--- src/rtl/ffd_univ_reg.sv ---
// Universal D flip-flop register: hold, load, shift left/right, serial chaining.
// Optional rotate in the shift modes when FFD_ROTATE_EN is defined.
//
// Parameters:
//   WIDTH   : register width in bits (2..32)
//   RST_VAL : value forced onto Q while RST is high
//
// Ports:
//   CLK  : rising-edge clock
//   RST  : asynchronous reset, active-high
//   EN   : clock enable (CLR still acts when EN=0)
//   CLR  : synchronous clear to zero, overrides EN/MODE
//   MODE : 00 hold, 01 load D, 10 shift left, 11 shift right
//   D    : parallel load data
//   SIL  : serial in for shift left, enters at bit 0
//   SIR  : serial in for shift right, enters at bit WIDTH-1
//   ROT  : rotate select in shift modes (FFD_ROTATE_EN builds only)
//   Q    : registered state
//   SOL  : serial out left  = Q[WIDTH-1]
//   SOR  : serial out right = Q[0]
module ffd_univ_reg #(
    parameter int unsigned       WIDTH   = 4,
    parameter logic [WIDTH-1:0]  RST_VAL = '0
) (
    input  logic             CLK,
    input  logic             RST,
    input  logic             EN,
    input  logic             CLR,
    input  logic [1:0]       MODE,
    input  logic [WIDTH-1:0] D,
    input  logic             SIL,
    input  logic             SIR,
    input  logic             ROT,
    output logic [WIDTH-1:0] Q,
    output logic             SOL,
    output logic             SOR
);

    typedef enum logic [1:0] {
        M_HOLD = 2'b00,
        M_LOAD = 2'b01,
        M_SHL  = 2'b10,
        M_SHR  = 2'b11
    } mode_e;

    logic [WIDTH-1:0] q_q;
    logic [WIDTH-1:0] q_d;
    logic             shl_in;
    logic             shr_in;

    // Bit entering the vacated position of each shift direction.
`ifdef FFD_ROTATE_EN
    assign shl_in = ROT ? q_q[WIDTH-1] : SIL;
    assign shr_in = ROT ? q_q[0]       : SIR;
`else
    logic unused_rot;
    assign unused_rot = ROT;
    assign shl_in     = SIL;
    assign shr_in     = SIR;
`endif

    always_comb begin
        q_d = q_q;
        if (CLR) begin
            q_d = '0;
        end else if (EN) begin
            case (mode_e'(MODE))
                M_HOLD:  q_d = q_q;
                M_LOAD:  q_d = D;
                M_SHL:   q_d = {q_q[WIDTH-2:0], shl_in};
                M_SHR:   q_d = {shr_in, q_q[WIDTH-1:1]};
                default: q_d = 'x;
            endcase
        end
    end

    always_ff @(posedge CLK or posedge RST) begin
        if (RST) begin
            q_q <= RST_VAL;
        end else begin
            q_q <= q_d;
        end
    end

    // Serial outputs come from the registered state only, so chained
    // stages all see pre-edge values and update without a race.
    assign Q   = q_q;
    assign SOL = q_q[WIDTH-1];
    assign SOR = q_q[0];

endmodule
--- config.mk ---
export PLATFORM = sky130hd
export DESIGN_NAME = ffd_univ_reg
export DESIGN_NICKNAME = d
export VERILOG_FILES = /design/src/rtl/ffd_univ_reg.sv
export SDC_FILE = /design/constraint.sdc
export NUM_CORES = 1
export LEC_CHECK = 0
export ABC_AREA = 1
export BUFFER_PORTS_ARGS = -buffer_cell sky130_fd_sc_hd__buf_2
export CAP_MARGIN = 20
export CORE_AREA = 5 5 42 44
export DETAILED_ROUTE_END_ITERATION = 7
export DIE_AREA = 0 0 47 49
export SKIP_CTS_REPAIR_TIMING = 1
export SLEW_MARGIN = 5
export SYNTH_ARGS = -nofsm -noshare
export SYNTH_HDL_FRONTEND = slang
export SYNTH_SLANG_ARGS = --single-unit
--- constraint.sdc ---
create_clock -name CLK -period 0.9 [get_ports CLK]
set_input_delay 0.18 -clock CLK [delete_from_list [all_inputs] [get_ports CLK]]
set_output_delay 0.18 -clock CLK [all_outputs]
set_load 0.01 [all_outputs]
==> results.md, run 1 <==
* Pre-CTS setup slack at 0.0234 ns
* Xor and xnor area share after synthesis at 0%
* Max clock buf depth at 2
* Share of layout cells above drive strength 1 at 36.5%
* Sink Count at 4
* Total CTS buffers at 3
* Antenna cells at 0
* Post-Synth Adder-Cell Area at 0%
* Worst hold path depth at 4
* Worst vdd ir at 0.456 mV
* Worst Setup Path Type: reg2out
* Bufs and invs on worst path at 1
* Slew @ Worst Pin at 0.257 ns
* Hold Violations, Final at 0
* All-Layer GR Usage at 6.64%
* Vias in the first global route at 305
* Top cells by area, synth: dfrtp_1, nand3_1, nand2_1, inv_1, buf_4
* Die X at 47 um
* Max_slew headroom at 82.8%
* Core area at 0.00140 mm2
* Setup crit start kind: flop
* Hold Path Class: in2reg
* Met3 Track Usage GR at 2.21%
* Synth Area in Simple Gates at 48.1%
* Failing checks: negative setup slack
* Met2 usage at 9.73%
* Final period util at 106%
* CP max FO at 4
* Clk network pwr share at 40.9%
* Root buf cell: clkbuf_4
* Clk_skew at 0.00256 ns
* Netlist Area Pre-Place at 289 um2
* Top cell type by total area after synthesis: dfrtp_1
* Mapped Cells at 43
* DRT iter0 DRCs at 3
* Routed wire length at 718 um
* Synth top area share at 34.6%
* Register share of total power at 38.1%
* RSZ-0062 raised after global routing: yes
* Syn-to-layout area delta at 43.7%
* Largest family of logic cells by synthesized area: simple AND/OR/NAND/NOR gates
* Vias per cell at 4.11
* Post-synth net total at 56
* ANT nets after route at 0
* I/O pin cnt at 19
* Max frequency at 1050 MHz
* I/O Buffers at 17
* Final core occ at 29.6%
* Fillers at 173
* Pleak at 0.255 nW
* Reg2Reg Setup Slack at 0.01 ns
* GP Congestion at 0.706
* TritonCTS clock tree: yes
* Compound-cell area share of the yosys netlist at 1.73%
* Worst hold slack at 0.241 ns
* Count leader, synth: nand3_1
* WHS Endpoint: Q[1]$_DFFE_PP0P_
* Cell family with most CP delay: flip-flops
* Critical Path Sink Type: primary output
* Power Density at 1250 mW/mm2
* Reg2Reg Depth at 5
* Seq/Total Area, Yosys at 34.6%
* Initial Util at 20.6%
* Setup ws final at -0.0569 ns
* FF-to-FF Start: Q[2]$_DFFE_PP0P_
* Status: finished with violations
* Pint at 0.389 mW
* NetSw at 0.131 mW
* Top FF cell, synth: dfrtp_1
* Synth cell count leaders: nand3_1, nand2_1, inv_1
* Slew Limit Fails at 0
* Total of max-cap violations at 0
* Final-report setup violation count at 6
* Combinational Power Share at 21.0%
* H-tree depth at 1
* # DRC at 0
* CP Data Required Time at 0.72 ns
* Switching Share at 25.2%
* FP Rows at 14
* Vias at 325
* Mapped Avg Cell Area at 6.72 um2
* Synthesis-stage register bit count at 4
* CTS clk-pin slew, worst paths at 0.04 ns
* Max incr delay on CP at 0.40 ns
* Synth warnings at 0
* Final nets at 78
* Fin crit period at 0.957 ns
* Async SR Flop Fraction at 100%
* Cell variety after synth at 9
* Hold Crit Start: CLR
* Number of synthesized flops with an enable pin at 0
* Die ar. at 0.00230 mm2
* Reg-to-reg endpoint: Q[3]$_DFFE_PP0P_
* Skew-Pair Late Insertion Delay at 0.23 ns
* Crit-path cells: buf_2
* Max FFs per register at 4
* Die Height at 49 um
* Setup TNS at -0.319 ns
* Detail Placement HPWL at 602 um
* Global routing usage on met1 at 8.67%
* Most Used Layer, Global Route: met2
* Worst Path Arrival at 0.78 ns
* Initial antenna violation count at 0
* Total Power at 0.520 mW
* Grt ovf at 0
* Pin count of the biggest net entering global routing at 12
* Mux share of post-synthesis cell area at 0%
* CP max stage cell: dfrtp_1
* Routed len/inst at 9.09 um
* Drt first pass iters at 4
* Global-route wire length before repair at 1120 um
layout by cell type, fill, tap and decap left out:
cell type      count
nand2_1           12
buf_4              2
nand3_1           16
nor2_1             1
o21ai_1            1
nor3_2             1
buf_2             17
inv_1              5
dlygate4sd3_1      1
dfrtp_1            4
clkbuf_4           3
per-layer routing:
layer | part of all wire (%) | vias to the layer above | wire (um)
li1 | - | 179 | -
met5 | 0 | - | 0
met1 | 43 | 137 | 310
met2 | 49 | 9 | 352
met4 | 0 | 0 | 0
met3 | 7.5 | 0 | 54
worst register-to-register path, cell delays in order (launching register included):
cell     delay [ns]
dfrtp_1        0.40
buf_4          0.14
nand3_1        0.07
nand3_1        0.06
nand2_1        0.06
nand2_1        0.05
cell type report:
type                       count  area, um2  area share [%]
clock buffer                   3       22.5            5.42
inverter                       5       18.8            4.52
sequential                     4        100            24.1
tap                           16       20.0            4.82
timing repair buffer          20        110            26.5
multi-input combinational     31        144            34.6
logic make-up (layout without fill, tap and decap cells):
kind of cell           count (synthesis)  count (layout)
AOI/OAI and AO/OA                      1               1
buffers and inverters                  8              28
DFF                                    4               4
and+or+nand+nor                       30              30
metrics by stage:
stage / cell area [um2] / std cells
finish: 415 / 79
global route: 415 / 79
CTS: 390 / 76
detailed placement: 368 / 73
global placement: 368 / 73
floorplan: 289 / 43
how the worst max path moves through the flow:
| stage | startpoint | end | slack [ns] | cells past startpoint |
|---|---|---|---|---|
| after floorplan | Q[2]$_DFFE_PP0P_ | Q[1]$_DFFE_PP0P_ | 0.12 | 4 |
| after detailed placement | MODE[1] | Q[0]$_DFFE_PP0P_ | 0.02 | 4 |
| after global placement | MODE[1] | Q[2]$_DFFE_PP0P_ | 0.03 | 5 |
| final | Q[1]$_DFFE_PP0P_ | Q[1] | -0.06 | 1 |
| after global routing | Q[2]$_DFFE_PP0P_ | Q[2] | -0.1 | 1 |
| after CTS | Q[0]$_DFFE_PP0P_ | SOR | -0.07 | 1 |
power groups by stage:
stage | sequential [mW] | combinational (mW) | clock (mW)
2_1_floorplan | 0.204 | 0.0585 | 0
4_1_cts | 0.199 | 0.102 | 0.223
3_5_place_dp | 0.201 | 0.102 | 0
3_3_place_gp | 0.201 | 0.101 | 0
6_report | 0.198 | 0.109 | 0.213
5_1_grt | 0.200 | 0.125 | 0.233
(Power assumes the default switching activity.)
==> inputs of run 2 (changes only) <==
--- a/config.mk
+++ b/config.mk
@@ -9,6 +9,7 @@
 export BUFFER_PORTS_ARGS = -buffer_cell sky130_fd_sc_hd__buf_2
 export CAP_MARGIN = 20
 export CORE_AREA = 5 5 42 44
+export CTS_BUF_LIST = sky130_fd_sc_hd__clkbuf_8
 export DETAILED_ROUTE_END_ITERATION = 7
 export DIE_AREA = 0 0 47 49
 export SKIP_CTS_REPAIR_TIMING = 1
==> run 2 against run 1 <==
Effect of this change: flip-flop and latch count unchanged; the run still ends with negative setup slack left; clock-buffer cell count unchanged; largest power group unchanged; via count decreased by 0.62%; combinational power about the same; sequential power about the same.
==> results.md, run 2 (synthesized netlist as in run 1, its figures left out) <==
* Routed len/inst at 9.37 um (was 9.09 um)
* Total Power at 0.670 mW (was 0.520 mW)
* Vias at 323 (was 325)
* Final-report setup violation count at 6 (unchanged)
* Pin count of the biggest net entering global routing at 12 (unchanged)
* I/O pin cnt at 19 (unchanged)
* Pre-CTS setup slack at 0.0234 ns (unchanged)
* GP Congestion at 0.706 (unchanged)
* Slew Limit Fails at 0 (unchanged)
* FP Rows at 14 (unchanged)
* CP max FO at 4 (unchanged)
* H-tree depth at 1 (unchanged)
* Worst vdd ir at 0.693 mV (was 0.456 mV)
* Share of layout cells above drive strength 1 at 35.5% (was 36.5%)
* CP max stage cell: dfrtp_1 (unchanged)
* Setup TNS at -0.227 ns (was -0.319 ns)
* Max_slew headroom at 82.6% (was 82.8%)
* Max incr delay on CP at 0.40 ns (about the same)
* Initial antenna violation count at 0 (unchanged)
* Status: finished with violations (unchanged)
* Final nets at 77 (was 78)
* Setup crit start kind: flop (unchanged)
* Hold Path Class: in2reg (unchanged)
* Die X at 47 um (unchanged)
* I/O Buffers at 17 (unchanged)
* Total CTS buffers at 3 (unchanged)
* All-Layer GR Usage at 7.00% (was 6.64%)
* Failing checks: negative setup slack (unchanged)
* Max FFs per register at 4 (unchanged)
* Detail Placement HPWL at 602 um (unchanged)
* Post-Layout Cell Count at 78 (was 79)
* Drt first pass iters at 4 (unchanged)
* Worst Path Arrival at 0.76 ns (was 0.78 ns)
* Core area at 0.00140 mm2 (unchanged)
* Clk_skew at 0.00136 ns (was 0.00256 ns)
* Bufs and invs on worst path at 1 (unchanged)
* Worst Setup Path Type: reg2out (unchanged)
* Max clock buf depth at 2 (unchanged)
* Most common cell after layout, fill and taps aside: buf_2 (unchanged)
* Global-route wire length before repair at 1170 um (was 1120 um)
* Slew @ Worst Pin at 0.259 ns (was 0.257 ns)
* DRT iter0 DRCs at 6 (was 3)
* Critical Path Sink Type: primary output (unchanged)
* Hold Violations, Final at 0 (unchanged)
* Setup ws final at -0.0399 ns (was -0.0569 ns)
* Routed wire length at 731 um (was 718 um)
* Cell family with most CP delay: flip-flops (unchanged)
* Vias in the first global route at 307 (was 305)
* Post-Place Cells at 73 (unchanged)
* CTS clk-pin slew, worst paths at 0.03 ns (was 0.04 ns)
* Total of max-cap violations at 0 (unchanged)
* Final period util at 104% (was 106%)
* Die ar. at 0.00230 mm2 (unchanged)
* Crit-path cells: buf_2 (unchanged)
* FF-to-FF Start: Q[2]$_DFFE_PP0P_ (unchanged)
* Power Density at 1570 mW/mm2 (was 1250 mW/mm2)
* Initial Util at 20.6% (unchanged)
* Grt ovf at 0 (unchanged)
* Sink Count at 4 (unchanged)
* Hold Crit Start: CLR (unchanged)
* Root buf cell: clkbuf_8 (was clkbuf_4)
* Antenna cells at 0 (unchanged)
* # DRC at 0 (unchanged)
* Max frequency at 1060 MHz (was 1050 MHz)
* Vias per cell at 4.14 (was 4.11)
* Die Height at 49 um (unchanged)
* Critical Path Source: Q[1]$_DFFE_PP0P_ (unchanged)
* RSZ-0062 raised after global routing: yes (unchanged)
* CP Data Required Time at 0.72 ns (about the same)
* Skew-Pair Late Insertion Delay at 0.21 ns (was 0.23 ns)
* ANT nets after route at 0 (unchanged)
* TritonCTS clock tree: yes (unchanged)
* Most frequent cells in the layout: buf_2, nand3_1, nand2_1 (unchanged)
* Syn-to-layout area delta at 47.6% (was 43.7%)
* Fin crit period at 0.940 ns (was 0.957 ns)
* Pleak at 0.257 nW (was 0.255 nW)
[run 2: changes by cell type in the layout (fill, tap and decap cells not counted)]
cell	previous run	this run
buf_4	2	1
clkbuf_8	0	3
clkbuf_4	3	0
[run 2: report_power, final]
group | total (mW) | internal (mW) | switching (mW)
Sequential | 0.199 | 0.190 | 0.00883
Combinational | 0.106 | 0.0483 | 0.0578
Clock | 0.366 | 0.284 | 0.0815
[run 2: stage by stage]
| stage | instance area (um2) | hold slack, ns | utilization (%) |
|---|---|---|---|
| 2_1_floorplan | 289 | -0.0539 | - |
| 3_3_place_gp | 368 | 0.0618 | 26.3 |
| 3_5_place_dp | 368 | 0.0641 | 26.3 |
| 4_1_cts | 409 | -0.163 | 29.2 |
| 5_1_grt | 427 | 0.292 | 30.4 |
| 6_report | 427 | 0.258 | 30.4 |
[run 2: metal layers]
metal | vias to the layer above | share of wire, % | global-route usage [%]
met5 | - | 0 | 0
met3 | 0 | 7.9 | 2.21
li1 | 177 | - | -
met1 | 135 | 43 | 8.89
met2 | 11 | 49 | 9.95
met4 | 0 | 0 | 4.15
[run 2: layout make-up]
cell class	count	area, um2
Multi-Input combinational cell	31	144
Timing Repair Buffer	19	103
Sequential cell	4	100
Inverter	5	18.8
Fill cell	175	975
Clock buffer	3	41.3
Tap cell	16	20.0
[run 2: final timing paths]
path,endpoint,slack (ns),cells after the start
worst max register to register,Q[3]$_DFFE_PP0P_,0.01,5
worst max-delay path,Q[1],-0.04,1
max in group asynchronous,Q[2]$_DFFE_PP0P_,0.37,3
min in group asynchronous,Q[1]$_DFFE_PP0P_,0.39,3
worst min register to register,Q[1]$_DFFE_PP0P_,0.56,2
worst min-delay path,Q[1]$_DFFE_PP0P_,0.26,4
==> inputs of run 3 (changes only) <==
--- a/config.mk
+++ b/config.mk
@@ -9,7 +9,8 @@
 export BUFFER_PORTS_ARGS = -buffer_cell sky130_fd_sc_hd__buf_2
 export CAP_MARGIN = 20
 export CORE_AREA = 5 5 42 44
-export CTS_BUF_LIST = sky130_fd_sc_hd__clkbuf_8
+export CTS_BUF_LIST = sky130_fd_sc_hd__clkbuf_16
+export CTS_CLUSTER_SIZE = 30
 export DETAILED_ROUTE_END_ITERATION = 7
 export DIE_AREA = 0 0 47 49
 export SKIP_CTS_REPAIR_TIMING = 1
==> run 3 against run 2 <==
Effect of this change: the flow still finishes with violations (negative setup slack); sequential power hardly changed; cell area is 7.9% higher; non-clock buffer count stayed put; final cell count stayed put; clock skew is 0.0011 ns lower; routed wire length is 4.2% higher; register-to-register slack hardly changed; critical path type unchanged; largest cell class unchanged.
==> results.md, run 3 (synthesized netlist as in run 1, its figures left out) <==
* Most Used Layer, Global Route: met2 (unchanged)
* Sink Count at 4 (unchanged)
* # DRC at 0 (unchanged)
* CP max FO at 4 (unchanged)
* Met2 usage at 10.9% (was 9.95%)
* Final Cell Area at 460 um2 (was 427 um2)
* Power Density at 2130 mW/mm2 (was 1570 mW/mm2)
* Vias per cell at 4.18 (was 4.14)
* Worst Setup Path Type: reg2out (unchanged)
* Total CTS buffers at 3 (unchanged)
* Worst hold slack at 0.254 ns (was 0.258 ns)
* Crit-path cells: buf_2 (unchanged)
* Pre-CTS setup slack at 0.0234 ns (unchanged)
* Skew-Pair Late Insertion Delay at 0.22 ns (was 0.21 ns)
* Setup ws final at -0.0544 ns (was -0.0399 ns)
* Vias at 326 (was 323)
* Routed wire length at 762 um (was 731 um)
* Vias in the first global route at 319 (was 307)
* ANT nets after route at 0 (unchanged)
* GP Congestion at 0.706 (unchanged)
* Total Power at 0.981 mW (was 0.670 mW)
* Slew @ Worst Pin at 0.259 ns (about the same)
* Setup crit start kind: flop (unchanged)
* Bufs and invs on worst path at 1 (unchanged)
* Cell family with most CP delay: flip-flops (unchanged)
* Die ar. at 0.00230 mm2 (unchanged)
* Worst Path Arrival at 0.77 ns (was 0.76 ns)
* Total of max-cap violations at 0 (unchanged)
* DRT iter0 DRCs at 3 (was 6)
* H-tree depth at 1 (unchanged)
* CP Data Required Time at 0.72 ns (about the same)
* Max frequency at 1050 MHz (was 1060 MHz)
* Detail Placement HPWL at 602 um (unchanged)
* I/O pin cnt at 19 (unchanged)
* FP Rows at 14 (unchanged)
* Root buf cell: clkbuf_16 (was clkbuf_8)
* RSZ-0062 raised after global routing: yes (unchanged)
* CP max stage cell: dfrtp_1 (unchanged)
* Grt ovf at 0 (unchanged)
* Final period util at 106% (was 104%)
* Routed len/inst at 9.77 um (was 9.37 um)
* Fin crit period at 0.954 ns (was 0.940 ns)
* Hold Violations, Final at 0 (unchanged)
* Share of layout cells above drive strength 1 at 35.5% (unchanged)
* Worst vdd ir at 0.963 mV (was 0.693 mV)
* Max clock buf depth at 2 (unchanged)
* Pleak at 0.272 nW (was 0.257 nW)
* Final-report setup violation count at 6 (unchanged)
* Setup TNS at -0.285 ns (was -0.227 ns)
* Hold Path Class: in2reg (unchanged)
* Drt first pass iters at 4 (unchanged)
* All-Layer GR Usage at 7.34% (was 7.00%)
* Slew Limit Fails at 0 (unchanged)
* Initial antenna violation count at 0 (unchanged)
* Placed Area at 368 um2 (unchanged)
* Max FFs per register at 4 (unchanged)
* Clk_skew at 0.000227 ns (was 0.00136 ns)
* Most frequent cells in the layout: buf_2, nand3_1, nand2_1 (unchanged)
* Failing checks: negative setup slack (unchanged)
* I/O Buffers at 17 (unchanged)
* Initial Util at 20.6% (unchanged)
* Die X at 47 um (unchanged)
* Final nets at 77 (unchanged)
* Max_slew headroom at 82.6% (about the same)
* TritonCTS clock tree: yes (unchanged)
* Global routing usage on met1 at 9.09% (was 8.89%)
* Core area at 0.00140 mm2 (unchanged)
* Max incr delay on CP at 0.40 ns (about the same)
* Global-route wire length before repair at 1220 um (was 1170 um)
* Most common cell after layout, fill and taps aside: buf_2 (unchanged)
* Status: finished with violations (unchanged)
* Syn-to-layout area delta at 59.3% (was 47.6%)
* Antenna cells at 0 (unchanged)
* Met3 Track Usage GR at 2.21% (unchanged)
* Critical Path Sink Type: primary output (unchanged)
* Pin count of the biggest net entering global routing at 12 (unchanged)
* Die Height at 49 um (unchanged)
* CTS clk-pin slew, worst paths at 0.03 ns (about the same)
-- run 3: cell counts in the layout (fill, tap and decap cells not counted) --
No cell type changed its count.
-- run 3: where the power goes --
part	internal [mW]	switching [mW]	total, mW	leakage, nW
logic	0.0483	0.0581	0.106	0.181
registers	0.190	0.00908	0.199	0.0545
clock network	0.566	0.110	0.676	0.0370
-- run 3: worst paths after layout --
path	start	end	slack, ns	depth (start not counted)
setup reg to reg	Q[2]$_DFFE_PP0P_	Q[3]$_DFFE_PP0P_	0.01	5
max in group asynchronous	RST	Q[2]$_DFFE_PP0P_	0.37	3
min in group asynchronous	RST	Q[0]$_DFFE_PP0P_	0.38	3
setup / recovery	Q[1]$_DFFE_PP0P_	Q[1]	-0.05	1
hold / removal	CLR	Q[0]$_DFFE_PP0P_	0.25	4
hold reg to reg	Q[3]$_DFFE_PP0P_	Q[3]$_DFFE_PP0P_	0.56	2
-- run 3: stage by stage --
step	cells	util (%)
3_5_place_dp	73	26.3
5_1_grt	78	32.9
3_3_place_gp	73	26.3
4_1_cts	76	31.6
6_report	78	32.9
2_1_floorplan	43	-
-- run 3: metal layers --
| metal | vias up | wire length, um |
|---|---|---|
| met5 | - | 0 |
| met4 | 0 | 0 |
| met3 | 0 | 58 |
| met2 | 11 | 375 |
| met1 | 138 | 328 |
| li1 | 177 | - |
-- run 3: cell type report --
cell class | instances | area (um2)
Sequential cell | 4 | 100
Timing Repair Buffer | 19 | 103
Fill cell | 170 | 941
Tap cell | 16 | 20.0
Inverter | 5 | 18.8
Clock buffer | 3 | 75.1
Multi-Input combinational cell | 31 | 144
